[config.mk]
export PLATFORM = sky130hd
export DESIGN_NAME = fmul_share_ctrl
export DESIGN_NICKNAME = d
export VERILOG_FILES = /design/src/rtl/fmul_pkg.sv /design/src/rtl/rr_arbiter.sv /design/src/rtl/fmul_share_ctrl.sv
export SDC_FILE = /design/constraint.sdc
export NUM_CORES = 1
export LEC_CHECK = 0
export CAP_MARGIN = 20
export CORE_ASPECT_RATIO = 1.5
export CORE_MARGIN = 4
export CORE_UTILIZATION = 46
export DETAILED_ROUTE_END_ITERATION = 6
export PLACE_DENSITY = 0.79
export SETUP_SLACK_MARGIN = 0.2
export SLEW_MARGIN = 30
export SYNTH_ARGS = -nofsm -noshare
export SYNTH_HDL_FRONTEND = slang
export SYNTH_SLANG_ARGS = --single-unit
[constraint.sdc]
create_clock -name clk -period 4.7 [get_ports clk]
set_clock_uncertainty 0.1 [all_clocks]
set_input_delay 0.94 -clock clk [delete_from_list [all_inputs] [get_ports clk]]
set_output_delay 0.94 -clock clk [all_outputs]
set_load 0.03 [all_outputs]
[src/rtl/fmul_pkg.sv]
// Shared types and defaults for the fraction-multiplier sharing controller.
// Pulled in by both the top-level controller and the round-robin arbiter.
package fmul_pkg;

    typedef enum logic [1:0] {
        IDLE   = 2'd0,
        LAUNCH = 2'd1,
        WAIT   = 2'd2,
        RESP   = 2'd3
    } state_t;

    localparam int DEF_OP_W    = 4;
    localparam int DEF_PROD_W  = 7;
    localparam int DEF_TIMEOUT = 32;

    // Index one past idx, wrapping back to 0 at n.
    function automatic int unsigned wrap_inc(input int unsigned idx, input int unsigned n);
        return (idx + 1 >= n) ? 0 : idx + 1;
    endfunction

endpackage

[src/rtl/rr_arbiter.sv]
// Round-robin arbiter: combinational one-hot grant starting at a stored pointer.
// The pointer moves one past the winner whenever advance is pulsed.
module rr_arbiter
    import fmul_pkg::*;
#(
    parameter int N_REQ = 4,
    parameter int IDX_W = $clog2(N_REQ)
) (
    input  logic             clk,
    input  logic             rst_n,
    input  logic [N_REQ-1:0] req,
    input  logic             advance,
    output logic [N_REQ-1:0] grant,
    output logic [IDX_W-1:0] grant_idx,
    output logic             grant_any
);

    logic [IDX_W-1:0] ptr;
    logic [IDX_W-1:0] cand;

    // Scan upward from the pointer with wrap; the first asserted request wins.
    always_comb begin
        grant     = '0;
        grant_idx = '0;
        grant_any = 1'b0;
        cand      = '0;
        for (int i = 0; i < N_REQ; i++) begin
            cand = IDX_W'((int'(ptr) + i) % N_REQ);
            if (!grant_any && req[cand]) begin
                grant_any   = 1'b1;
                grant[cand] = 1'b1;
                grant_idx   = cand;
            end
        end
    end

    always_ff @(posedge clk or negedge rst_n) begin
        if (!rst_n) begin
            ptr <= '0;
        end else if (advance && grant_any) begin
            ptr <= IDX_W'(wrap_inc(int'(grant_idx), N_REQ));
        end
    end

endmodule

[src/rtl/fmul_share_ctrl.sv]
// Shares one fraction_multiplication unit among N_REQ requesters, one operation
// in flight at a time, returning the product or a timeout error to the owner.
module fmul_share_ctrl
    import fmul_pkg::*;
#(
    parameter int N_REQ   = 4,
    parameter int OP_W    = DEF_OP_W,
    parameter int PROD_W  = DEF_PROD_W,
    parameter int TIMEOUT = DEF_TIMEOUT
) (
    input  logic                  clk,
    input  logic                  rst_n,
    input  logic [N_REQ-1:0]      req_valid,
    input  logic [N_REQ*OP_W-1:0] req_mplier,
    input  logic [N_REQ*OP_W-1:0] req_mcand,
    output logic [N_REQ-1:0]      req_ready,
    output logic [N_REQ-1:0]      rsp_valid,
    output logic [PROD_W-1:0]     rsp_product,
    output logic                  rsp_error,
    output logic                  busy,
    output logic                  mul_st,
    output logic [OP_W-1:0]       mul_mplier,
    output logic [OP_W-1:0]       mul_mcand,
    input  logic [PROD_W-1:0]     mul_product,
    input  logic                  mul_done
);

    localparam int IDX_W = $clog2(N_REQ);
    localparam int TMR_W = $clog2(TIMEOUT);
    localparam logic [TMR_W-1:0] TMR_LAST = TMR_W'(TIMEOUT - 1);

    state_t             state;
    logic [IDX_W-1:0]   owner;
    logic [TMR_W-1:0]   timer;
    logic [N_REQ-1:0]   grant;
    logic [IDX_W-1:0]   grant_idx;
    logic               grant_any;
    logic               transfer;
    logic [OP_W-1:0]    sel_mplier;
    logic [OP_W-1:0]    sel_mcand;
    logic [N_REQ-1:0]   owner_onehot;

    rr_arbiter #(
        .N_REQ (N_REQ),
        .IDX_W (IDX_W)
    ) u_arb (
        .clk       (clk),
        .rst_n     (rst_n),
        .req       (req_valid),
        .advance   (transfer),
        .grant     (grant),
        .grant_idx (grant_idx),
        .grant_any (grant_any)
    );

    assign transfer     = (state == IDLE) && grant_any;
    assign req_ready    = (state == IDLE) ? grant : '0;
    assign owner_onehot = N_REQ'(1) << owner;

    always_comb begin
        sel_mplier = '0;
        sel_mcand  = '0;
        for (int i = 0; i < N_REQ; i++) begin
            if (grant[i]) begin
                sel_mplier = req_mplier[i*OP_W +: OP_W];
                sel_mcand  = req_mcand[i*OP_W +: OP_W];
            end
        end
    end

    // The first WAIT cycle (timer == 0) ignores Done, which may still be high
    // from the previous operation; a real Done beats a simultaneous timeout.
    always_ff @(posedge clk or negedge rst_n) begin
        if (!rst_n) begin
            state       <= IDLE;
            owner       <= '0;
            timer       <= '0;
            busy        <= 1'b0;
            mul_st      <= 1'b0;
            mul_mplier  <= '0;
            mul_mcand   <= '0;
            rsp_valid   <= '0;
            rsp_product <= '0;
            rsp_error   <= 1'b0;
        end else begin
            case (state)
                IDLE: begin
                    if (transfer) begin
                        owner      <= grant_idx;
                        mul_mplier <= sel_mplier;
                        mul_mcand  <= sel_mcand;
                        mul_st     <= 1'b1;
                        busy       <= 1'b1;
                        state      <= LAUNCH;
                    end
                end
                LAUNCH: begin
                    mul_st <= 1'b0;
                    timer  <= '0;
                    state  <= WAIT;
                end
                WAIT: begin
                    if (timer != '0 && mul_done) begin
                        rsp_valid   <= owner_onehot;
                        rsp_product <= mul_product;
                        rsp_error   <= 1'b0;
                        mul_mplier  <= '0;
                        mul_mcand   <= '0;
                        state       <= RESP;
                    end else if (timer == TMR_LAST) begin
                        rsp_valid   <= owner_onehot;
                        rsp_product <= '0;
                        rsp_error   <= 1'b1;
                        mul_mplier  <= '0;
                        mul_mcand   <= '0;
                        state       <= RESP;
                    end else begin
                        timer <= timer + TMR_W'(1);
                    end
                end
                RESP: begin
                    rsp_valid   <= '0;
                    rsp_product <= '0;
                    rsp_error   <= 1'b0;
                    busy        <= 1'b0;
                    state       <= IDLE;
                end
                default: begin
                    state <= IDLE;
                end
            endcase
        end
    end

endmodule

==> flow_summary.toml <==
[status]
status = "finished, final reports clean"

[placed_design]
gp_congestion = 0.868
dp_slack_ns = 0.459
port_buffers = 71
dpl.hpwl_microns = 4610
dp.cells = 382

[yosys]
synth_compound_area_share_pct = 27.7
synthFlopType = "dfrtp_1"
ys_seq_area_share_pct = 35.6
yosys.area_share.simple_pct = 19.3
ys_warn_count = 0
async_flop_share_pct = 100
syn_inst = 248
synthAdderAreaFrac_pct = 8.63
synth_cell_types = 47
synth-xor-area-share_pct = 0.755
synth-edff-count = 0
synth_top_family_by_area = "compound AO/OA/AOI/OAI gates"
synth_fp_nets = 310
synthMuxAreaShare_pct = 4.31
ys_ff_latch = 33
synth_area_sq_um = 2320
postSynthAreaPerCell_sq_um = 9.35

[layout]
fill_cells = 419
fin_nets = 385
fin_cells = 390
antenna_cells = 0
area_growth_pct = 37.3
drive_gt1_share_pct = 9.26

[sta]
slew_headroom_pct = 56.8
fin_setup_tns_ns = 0
drv_slew = 0
final-hold-violation-count = 0
fin_crit_ns = 4.24
setup_viol = 0
fmax_mhz = 236
finalWorstSetupSlack_ns = 0.458
worst-slew-pin-transition_ns = 0.648
grt_setup_unrepaired = "no"
min_period_over_period_pct = 90.3

[critical_path]
worstSetupPathType = "in2out"
path_cells = "clkdlybuf4s50_1, or3b_1, a2111oi_4, or2_2, a221o_1, and2_1, buf_4"
crit_path_max_incr_delay_ns = 0.63
path_max_fanout = 9
cp.arrival_ns = 3.20
required_ns = 3.66
cpMaxStageDelayCell = "clkdlybuf4s50_1"
r2r_cells = 10
cp-start-kind = "input port"
crit_path_end_kind = "output pin"

[grt]
antenna_found_initial = 0
grt_pass1_wl_microns = 9980
gr-usage-all-layers_pct = 20.2
overflow = 0
grt_pass1_vias = 2137
grt_max_degree = 34

[clocking]
cts_tree = "built"
cts-buffers-inserted = 5
path_clk_slew_ns = 0.06
cts_sinks = 33
htreeDepth = 2
holdBufCountCts = 0
clockBufferDepth = 2
clock_latency_ns = 0.29
cts-root-buf = "clkbuf_8"
ctsResizeCount = 0
cts_setup_buffers = 0

[power]
p_clk_share_pct = 9.5
switchingPower_mw = 1.04
p_sw_share_pct = 48.4
peakVddDrop_mv = 0.363
p_per_area_nw_per_um2 = 676
p_total_mw = 2.15
intPower_mw = 1.11
p_leak_nw = 1.30
power_frac_comb_pct = 66.9
p_seq_share_pct = 23.6

[die]
die_y_microns = 95.0
dieWidth_microns = 66.0
io_pins = 72
core_area_sq_um = 4850
start_util_pct = 47.8
dieArea_sq_um = 6270
fp-row-count = 31

[drt]
first_pass_iters = 4
drc = 0
wirelength_microns = 5890
vias = 2193
routedWlPerCell_microns = 15.1
via_per_inst = 5.62
antenna_left = 0
drt_iter0_markers = 121

[run]
max_cap_viol_count = 0

[worst_hold_path]
holdPathStages = 2
hp-class = "reg2reg"
==> critical path, delay by kind of cell <==
kind            cells  cell delay (ns)
buf+inv             2             0.78
simple gates        3             0.80
compound gates      2             0.68
==> final cells by class <==
class	count	area [sq um]	share of cell area, %
multi-input combinational	196	1410	44.2
sequential	33	826	25.9
timing repair buffer	78	753	23.6
tap	66	82.6	2.59
clock buffer	6	72.6	2.28
inverter	9	33.8	1.06
clock inverter	2	10.0	0.314
==> layout by cell type, fill, tap and decap left out, drive strengths merged, types with 2 or more instances in the layout <==
master | synthesis | routed
nand3 | 3 | 3
nand2b | 4 | 4
a21boi | 2 | 2
mux2 | 2 | 2
o31ai | 5 | 5
a21oi | 5 | 5
clkbuf | 4 | 6
o21a | 7 | 7
clkdlybuf4s50 | 0 | 67
or3b | 2 | 2
o221ai | 7 | 7
a22oi | 8 | 8
a2111oi | 2 | 2
inv | 9 | 9
and2 | 5 | 5
a221o | 3 | 3
buf | 6 | 11
ha | 16 | 16
dfrtp | 33 | 33
nand3b | 6 | 6
nor2 | 12 | 12
mux4 | 3 | 3
clkinv | 0 | 2
a221oi | 9 | 9
nor2b | 5 | 5
o41ai | 2 | 2
nand2 | 37 | 37
o21ai | 31 | 31
and4 | 8 | 8
==> path summary, 6_finish.rpt <==
kind,to,start,slack (ns)
min in group asynchronous,rsp_product[0],rst_n,0.96
setup reg to reg,u_arb.ptr[1],u_arb.ptr[0],1.23
setup / recovery,req_ready[2],req_valid[1],0.46
hold reg to reg,rsp_valid[2],rsp_valid[2],0.38
max in group asynchronous,mul_mplier[2],rst_n,3.24
hold / removal,rsp_valid[2],rsp_valid[2],0.38
==> layer usage <==
metal / up-vias / global-route usage [%] / wire length [microns] / share of wire (%)
met5: - / 0 / 0 / 0
met4: 0 / 7.80 / 156 / 2.6
met1: 1027 / 24.4 / 2470 / 42
met3: 15 / 3.45 / 283 / 4.8
met2: 63 / 35.3 / 2990 / 51
li1: 1088 / - / - / -
==> stage by stage <==
stage | area [sq um] | util, % | hold WS [ns]
floorplan | 2320 | - | 0.393
CTS | 3190 | 65.7 | 0.389
global placement | 3100 | 64.0 | 0.355
detailed placement | 3100 | 64.0 | 0.373
global route | 3190 | 65.7 | 0.414
finish | 3190 | 65.7 | 0.383
==> cell usage after synthesis (all sizes together), types with 2 or more instances <==
| cell type | n | share of area, % |
|---|---|---|
| a2111oi | 2 | 1.8 |
| and2 | 5 | 1.3 |
| or3b | 2 | 0.76 |
| a21boi | 2 | 1.1 |
| dfrtp | 33 | 36 |
| inv | 9 | 1.5 |
| nand2b | 4 | 1.1 |
| a22oi | 8 | 2.6 |
| clkbuf | 4 | 0.65 |
| a221o | 3 | 1.3 |
| nand3b | 6 | 1.9 |
| o21ai | 31 | 7.0 |
| mux4 | 3 | 2.9 |
| nand2 | 37 | 6.0 |
| ha | 16 | 8.6 |
| nor2 | 12 | 1.9 |
| and4 | 8 | 3.0 |
| o41ai | 2 | 0.76 |
| a21oi | 5 | 1.1 |
| o21a | 7 | 2.3 |
| buf | 6 | 1.6 |
| mux2 | 2 | 0.97 |
| o221ai | 7 | 2.6 |
| nand3 | 3 | 0.65 |
| o31ai | 5 | 1.6 |
| a221oi | 9 | 3.7 |
| nor2b | 5 | 1.3 |
==> cells by family after synthesis <==
group	Yosys count
AOI/OAI and AO/OA	86
and+or+nand+nor	86
DFF	33
buffers and inverters	19
adders and majority gates	16
muxes	6
xor gates and xnor gates	2
==> power groups by stage <==
stage | sequential, mW | combinational [mW] | clock (mW)
6_report | 0.508 | 1.44 | 0.204
5_1_grt | 0.529 | 1.59 | 0.222
4_1_cts | 0.509 | 1.44 | 0.208
3_5_place_dp | 0.513 | 1.44 | 0
3_3_place_gp | 0.506 | 1.41 | 0
2_1_floorplan | 0.628 | 0.873 | 0
==> registers in the layout, indices dropped and copies added (netlist names) <==
register     count
rsp_error        1
rsp_product      7
mul_st           1
busy             1
timer            5
u_arb.ptr        2
mul_mplier       4
rsp_valid        4
owner            2
state            2
mul_mcand        4
Note: power is estimated with default switching activity, not from simulation.
